[src/rtl/ha_idle_timer.sv]
// Counts idle cycles while enabled; pulses expire on the cycle whose increment
// would reach TIMEOUT, unless that same cycle clears the count.
module ha_idle_timer #(
  parameter int unsigned CNT_W   = 8,
  parameter int unsigned TIMEOUT = 255
) (
  input  logic clk,
  input  logic rst_n,
  input  logic clr,
  input  logic en,
  output logic expire
);

  localparam logic [CNT_W-1:0] LIMIT = CNT_W'(TIMEOUT - 1);

  logic [CNT_W-1:0] cnt_q;
  logic [CNT_W-1:0] cnt_d;

  always_comb begin
    cnt_d = cnt_q;
    if (clr) begin
      cnt_d = '0;
    end else if (en) begin
      cnt_d = cnt_q + 1'b1;
    end
  end

  assign expire = en & ~clr & (cnt_q == LIMIT);

  always_ff @(posedge clk or negedge rst_n) begin
    if (!rst_n) begin
      cnt_q <= '0;
    end else begin
      cnt_q <= cnt_d;
    end
  end

endmodule

[config.mk]
export PLATFORM = sky130hd
export DESIGN_NAME = ha_idle_timer
export DESIGN_NICKNAME = d
export VERILOG_FILES = /design/src/rtl/ha_idle_timer.sv
export SDC_FILE = /design/constraint.sdc
export NUM_CORES = 1
export LEC_CHECK = 0
export CAP_MARGIN = 20
export CORE_AREA = 2 2 39 41
export CTS_CLUSTER_DIAMETER = 150
export CTS_CLUSTER_SIZE = 20
export DETAILED_ROUTE_END_ITERATION = 10
export DIE_AREA = 0 0 41 43
export GPL_TIMING_DRIVEN = 0
export PLACE_DENSITY_LB_ADDON = 0.08
export SLEW_MARGIN = 20
export SYNTH_ARGS = -nofsm -noshare
export SYNTH_HDL_FRONTEND = slang
export SYNTH_SLANG_ARGS = --single-unit
[constraint.sdc]
create_clock -name clk -period 1.9 [get_ports clk]
set_clock_uncertainty 0.1 [all_clocks]
set_input_delay 0.285 -clock clk [delete_from_list [all_inputs] [get_ports clk]]
set_output_delay 0.285 -clock clk [all_outputs]
set_load 0.02 [all_outputs]
==> key figures, run 1 <==
Run status
  – Status: complete, no violations

Flow run
  – MaxCap Viol Count: 0

Power
  – Reg power frac: 54.2%
  – P_leak: 0.199 nW
  – Clk pwr share: 38.3%
  – Sw frac: 23.7%
  – Cell Int Power: 0.000258 W
  – Peak supply drop: 0.291 mV
  – Gate power share: 7.5%
  – Power after layout: 0.000338 W
  – PwrDens: 718 mW/mm2
  – Psw: 0.0000800 W

Timing
  – Worst slew margin: 73.5%
  – TNS Setup: 0 ns
  – WHS: 0.196 ns
  – Least-Margin Pin Slew: 0.396 ns
  – Fmax: 574 MHz
  – Hold Violations, Final: 0
  – Max-slew violation count: 0
  – Final Cycle Share: 91.7%
  – Fin crit period: between 1.5 and 2 ns
  – RSZ-0062 raised after global routing: false
  – Final setup viols: 0

Synth
  – Yosys cell types: 17
  – Synth Instances: 41
  – Synth Cell Area: 413 um2
  – Top cell type's share of synthesized area: 48.5%
  – Synth Area per Inst: 10.1 um2
  – Synthesized flop and latch total: 8
  – Area leader, netlist: dfrtp_1
  – Synth top area cells: dfrtp_1 (48%), xor2_1 (6.4%), ha_1 (6.1%)
  – Yosys warnings: 0
  – Synthesized Nets: 47
  – Sequential area share after synthesis: 48.5%

Critical path
  – Req. time, crit path: 1.51 ns
  – R2R cell count: 4
  – Critical path peak fanout: 4
  – Startpoint types: flip-flop
  – Crit end category: output pin
  – Worst R2R Setup Slack: between 0.4 and 0.5 ns
  – Worst Path Arrival: between 1 and 1.5 ns
  – Reg2reg end: cnt_q[6]
  – Reg-to-Reg Start: cnt_q[0]
  – Kind of critical path: reg -> out

Detailed routing
  – Vias/cell: 4.97
  – # DRC: 0
  – Drt total wl: 752 um
  – Initial DRC count: 2
  – TritonRoute pass-1 iters: 2
  – Drt wl/cell: 12.1 um
  – Antenna-violating nets left: 0
  – Via Count: 308

Floorplanning
  – Die area: ~0.0018 mm2
  – Initial Utilization: 29.8%
  – Die height: between 40 and 50 um
  – Row Count: 14
  – DIE WIDTH: 41 um
  – I/O pins: 5
  – Core area: ~0.0014 mm2

Layout
  – FILL cells: 145
  – Biggest register: cnt_q
  – Max FFs per register: 8
  – Post-route cell area: 470 um2
  – Top flop regs: cnt_q: 8 flops
  – N_diodes: 0
  – Area grow syn2layout: 13.9%
  – Fraction of layout cells with a size suffix above 1: 13.0%
  – Fin nets: 54
  – Final Non-Filler Cells: 62

GRT
  – Initial antenna violation count: 0
  – Grt ovf: 0
  – Total GRT Usage: 11.1%
  – First-pass GRT wire length: roughly 1.2 mm
  – Largest net degree at the start of global routing: 10
  – Vias in the first global route: 318

Clock network
  – Clock buffer depth: 2
  – Clock root buffer: clkbuf_4
  – CTS tree: built
  – CTS Hold Bufs: 0
  – CTS clk-pin slew, worst paths: 0.05 ns
  – H-Tree Depth: 1
  – CTS Sinks: 8
  – Post-CTS Setup Bufs: 0
  – Total clock buffers created by CTS: 3
  – Clock Latency Late Sink: 0.25 ns

Hold path
  – Hold endpoint: cnt_q[1]
  – Min-Delay Path Class: in -> reg
  – Min-delay src: en
  – Hold path depth: 2

Place
  – Port Buffers: 2
  – Gpl congestion: 0.699
  – DP HPWL: between 500 and 600 um
  – DP Area: 453 um2
  – Inst Count DP: a little under 60
==> Yosys cell counts <==
library cell	count
or3_1	3
dfrtp_1	8
inv_1	1
xnor2_1	1
nand3_1	2
buf_4	1
nand4_1	3
a211oi_1	1
ha_1	2
xor2_1	3
o21ai_0	3
nor3_1	1
nand2_1	2
nand4_4	1
clkbuf_1	1
nor2_1	5
a21oi_1	3
==> power by group through the flow <==
stage	Sequential, W	Combinational, W	Clock [W]
3_5_place_dp	0.000186	0.0000256	0
4_1_cts	0.000183	0.0000258	0.000140
5_1_grt	0.000184	0.0000291	0.000147
6_report	0.000183	0.0000254	0.000129
2_1_floorplan	0.000185	0.0000169	0
3_3_place_gp	0.000186	0.0000247	0
==> cells by family (layout without fill, tap and decap cells) <==
| logic type | count (synthesis) | count (layout) | synth area share, % |
|---|---|---|---|
| xor+xnor | 4 | 4 | 8.49 |
| flops | 8 | 8 | 48.5 |
| buf+inv | 3 | 8 | 3.64 |
| simple gates | 17 | 17 | 24.2 |
| fa+ha+maj | 2 | 2 | 6.06 |
| compound gates | 7 | 7 | 9.09 |
==> stage by stage <==
stage	setup slack [ns]	utilization [%]
global placement	0.0244	32.7
floorplan	0.351	-
CTS	0.00828	34.3
detailed placement	0.00466	32.7
global route	0.0727	34.0
finish	0.158	34.0
==> area by class of cell <==
class / instances / area [um2] / share of cell area [%]
flip-flops and latches: 8 / 200 / 42.6
multi-input cells: 30 / 198 / 42.0
clock buffers: 3 / 22.5 / 4.79
well taps: 16 / 20.0 / 4.26
repair buffers: 2 / 15.0 / 3.19
plain buffers: 2 / 11.3 / 2.39
inverters: 1 / 3.75 / 0.798
==> routing by layer <==
| layer | track usage (%) | part of all wire [%] | up-vias |
|---|---|---|---|
| met4 | 8.00 | 2.0 | 0 |
| met5 | 0 | 0 | - |
| met3 | 4.71 | 5.1 | 4 |
| met2 | 16.9 | 51 | 5 |
| met1 | 11.6 | 42 | 145 |
| li1 | - | - | 154 |
==> placed cells by master (no fill, tap or decap), types with 2 or more instances in the layout <==
cell | synthesis | final
dfrtp_1 | 8 | 8
nor2_1 | 5 | 5
nand4_1 | 3 | 3
o21ai_0 | 3 | 3
or3_1 | 3 | 3
a21oi_1 | 3 | 3
xor2_1 | 3 | 3
clkbuf_4 | 0 | 3
nand3_1 | 2 | 2
nand2_1 | 2 | 2
ha_1 | 2 | 2
==> how the worst max path moves through the flow <==
stage             start  endpoint  cells past startpoint  slack [ns]
6_report       cnt_q[0]    expire                      5        0.16
5_1_grt        cnt_q[0]    expire                      5        0.07
3_3_place_gp   cnt_q[0]    expire                      5        0.02
3_5_place_dp   cnt_q[0]    expire                      5       0.005
2_1_floorplan  cnt_q[0]    expire                      4        0.35
4_1_cts        cnt_q[0]    expire                      5       0.008
==> timing repair <==
action,CTS,global route
resized for setup,1,3
pin swaps,0,0
endpoints found under the setup margin,1,1
==> worst max-delay path, cell delays in order (launching register included) <==
cell      delay [ns]
dfrtp_1         0.44
inv_1           0.08
ha_1            0.14
nand4_1         0.08
nor3_1          0.16
clkbuf_2        0.20
Power figures use the tool's default switching activity.
==> run 2: changes to the inputs <==
--- a/config.mk
+++ b/config.mk
@@ -5,12 +5,13 @@
 export SDC_FILE = /design/constraint.sdc
 export NUM_CORES = 1
 export LEC_CHECK = 0
+export ABC_AREA = 0
 export CAP_MARGIN = 20
-export CORE_AREA = 2 2 39 41
+export CORE_MARGIN = 2
+export CORE_UTILIZATION = 30
 export CTS_CLUSTER_DIAMETER = 150
 export CTS_CLUSTER_SIZE = 20
 export DETAILED_ROUTE_END_ITERATION = 10
-export DIE_AREA = 0 0 41 43
 export GPL_TIMING_DRIVEN = 0
 export PLACE_DENSITY_LB_ADDON = 0.08
 export SLEW_MARGIN = 20
==> run 2 against run 1 <==
Effect of this change: critical path depth unchanged; non-clock buffer count did not move; setup slack worse by 0.011 ns; hold slack gained 0.0025 ns; first-iteration DRC count fell by 100%; via count rose by 2.9%; die area decreased by 4.2%; sequential power is essentially flat; clock-buffer cell count is the same; clock power rose by 3%; critical path type unchanged; critical endpoint unchanged; largest power group unchanged.
==> key figures, run 2 (synthesis gave the netlist of run 1 again) <==
Timing
  – Max-slew violation count: 0
  – Final Cycle Share: 92.3%
  – Final setup viols: 0
  – RSZ-0062 raised after global routing: false
  – Hold Violations, Final: 0
  – Least-Margin Pin Slew: 0.390 ns
  – Fmax: ~570 MHz
  – Fin crit period: 1.75 ns
  – Worst slew margin: 74.0%
  – TNS Setup: 0 ns

Place
  – Gpl congestion: between 0.6 and 0.7
  – Inst Count DP: just under 60
  – Port Buffers: 2

Layout
  – Top flop regs: cnt_q: 8 flops
  – Area grow syn2layout: 13.6%
  – Commonest non-fill, non-tap cell in the layout: dfrtp_1
  – Core Util, Final: 36.1%
  – Biggest register: cnt_q
  – Max FFs per register: 8
  – Fin nets: 54
  – Most frequent cells in the layout: dfrtp_1 (8), nor2_1 (5)
  – Final Non-Filler Cells: just over 60
  – N_diodes: 0
  – Fraction of layout cells with a size suffix above 1: 13.0%

Power
  – Psw: between 0.00008 and 0.00009 W
  – PwrDens: between 700 and 800 mW/mm2
  – Cell Int Power: roughly 0.00026 W
  – Reg power frac: a little over half
  – Sw frac: roughly a quarter
  – P_leak: 0.199 nW
  – Clk pwr share: 38.9%
  – Peak supply drop: 0.314 mV
  – Power after layout: ~0.00034 W
  – Gate power share: 7.4%

Floorplanning
  – Row Count: 13
  – Die height: 41.1 um
  – DIE WIDTH: between 40 and 50 um
  – I/O pins: 5
  – Initial Utilization: 31.7%
  – Die area: 0.00169 mm2
  – Core area: around 0.0013 mm2

Critical path
  – Critical path peak fanout: 4
  – Req. time, crit path: 1.51 ns
  – R2R cell count: 4
  – Worst Path Arrival: 1.37 ns
  – Crit end category: output pin
  – Kind of critical path: reg -> out
  – Worst R2R Setup Slack: 0.46 ns
  – Startpoint types: flip-flop
  – Reg2reg end: cnt_q[6]
  – Reg-to-Reg Start: cnt_q[0]

Detailed routing
  – Drt wl/cell: approximately 12 um
  – Drt total wl: around 750 um
  – TritonRoute pass-1 iters: 1
  – Antenna-violating nets left: 0
  – # DRC: 0
  – Initial DRC count: 0
  – Via Count: 317
  – Vias/cell: 5.20

Clock network
  – Clock buffer depth: 2
  – Total clock buffers created by CTS: 3
  – Clock Latency Late Sink: 0.25 ns
  – CTS tree: built
  – CTS clk-pin slew, worst paths: 0.06 ns
  – CTS Sinks: 8
  – H-Tree Depth: 1
  – Clock root buffer: clkbuf_4
  – Post-CTS Setup Bufs: 0

GRT
  – Grt ovf: 0
  – Largest net degree at the start of global routing: 10
  – Total GRT Usage: roughly an eighth
  – First-pass GRT wire length: roughly 1.2 mm
  – Initial antenna violation count: 0
  – Vias in the first global route: 299

Run status
  – Status: complete, no violations

Hold path
  – Hold endpoint: cnt_q[1]
  – Min-Delay Path Class: in -> reg
  – Min-delay src: en
  – Hold path depth: 2

Flow run
  – MaxCap Viol Count: 0
run 2: cell counts in the layout (fill, tap and decap cells not counted):
Identical to the previous run, type by type.
run 2: metrics by stage:
stage / setup WS [ns] / hold WS [ns] / cell area, um2
3_3_place_gp: 0.0190 / 0.447 / 452
5_1_grt: 0.0572 / 0.206 / 469
2_1_floorplan: 0.351 / -0.111 / 413
6_report: 0.147 / 0.199 / 469
3_5_place_dp: -0.000279 / 0.453 / 452
4_1_cts: 0.00478 / 0.191 / 473
run 2: worst max-delay path by stage:
stage	slack, ns	cells past startpoint	end	start
6_report	0.15	5	expire	cnt_q[0]
5_1_grt	0.06	5	expire	cnt_q[0]
4_1_cts	0.005	5	expire	cnt_q[0]
3_5_place_dp	-0.0003	5	expire	cnt_q[0]
3_3_place_gp	0.02	5	expire	cnt_q[0]
2_1_floorplan	0.35	4	expire	cnt_q[0]
run 2: power groups by stage:
stage / Combinational [W] / Clock (W) / Sequential, W
3_5_place_dp: 0.0000256 / 0 / 0.000186
6_report: 0.0000253 / 0.000133 / 0.000183
2_1_floorplan: 0.0000169 / 0 / 0.000185
4_1_cts: 0.0000259 / 0.000139 / 0.000183
5_1_grt: 0.0000294 / 0.000145 / 0.000184
3_3_place_gp: 0.0000247 / 0 / 0.000186
run 2: final cells by class:
class                      instances  area (um2)
multi-input combinational         30         198
tap                               15        18.8
sequential                         8         200
timing repair buffer               2        15.0
fill                             149         832
buffer                             2        11.3
inverter                           1        3.75
clock buffer                       3        22.5
run 2: what timing repair did:
item | in CTS | in global routing
gates resized for setup | 1 | 3
endpoints found under the setup margin | 1 | 1
hold buffers | 0 | 0
endpoints found under the hold margin | 0 | 0
run 2: critical path, cell delays in order, from the launching register on:
cell,delay [ns]
dfrtp_1,0.44
inv_1,0.08
ha_1,0.14
nand4_1,0.08
nor3_1,0.17
clkbuf_2,0.20
run 2: routing by layer:
metal	global-route usage, %	part of all wire [%]	vias up	routed length (um)
met2	18.4	47	7	350
met3	4.89	5.7	4	43
met1	13.2	45	152	335
met4	9.68	2.5	0	19
li1	-	-	154	-
met5	0	0	-	0
==> run 3: changes to the inputs <==
--- a/config.mk
+++ b/config.mk
@@ -5,7 +5,6 @@
 export SDC_FILE = /design/constraint.sdc
 export NUM_CORES = 1
 export LEC_CHECK = 0
-export ABC_AREA = 0
 export CAP_MARGIN = 20
 export CORE_MARGIN = 2
 export CORE_UTILIZATION = 30
==> results of run 3 <==
The final DEF is identical to that of run 2; final timing and power are the same.
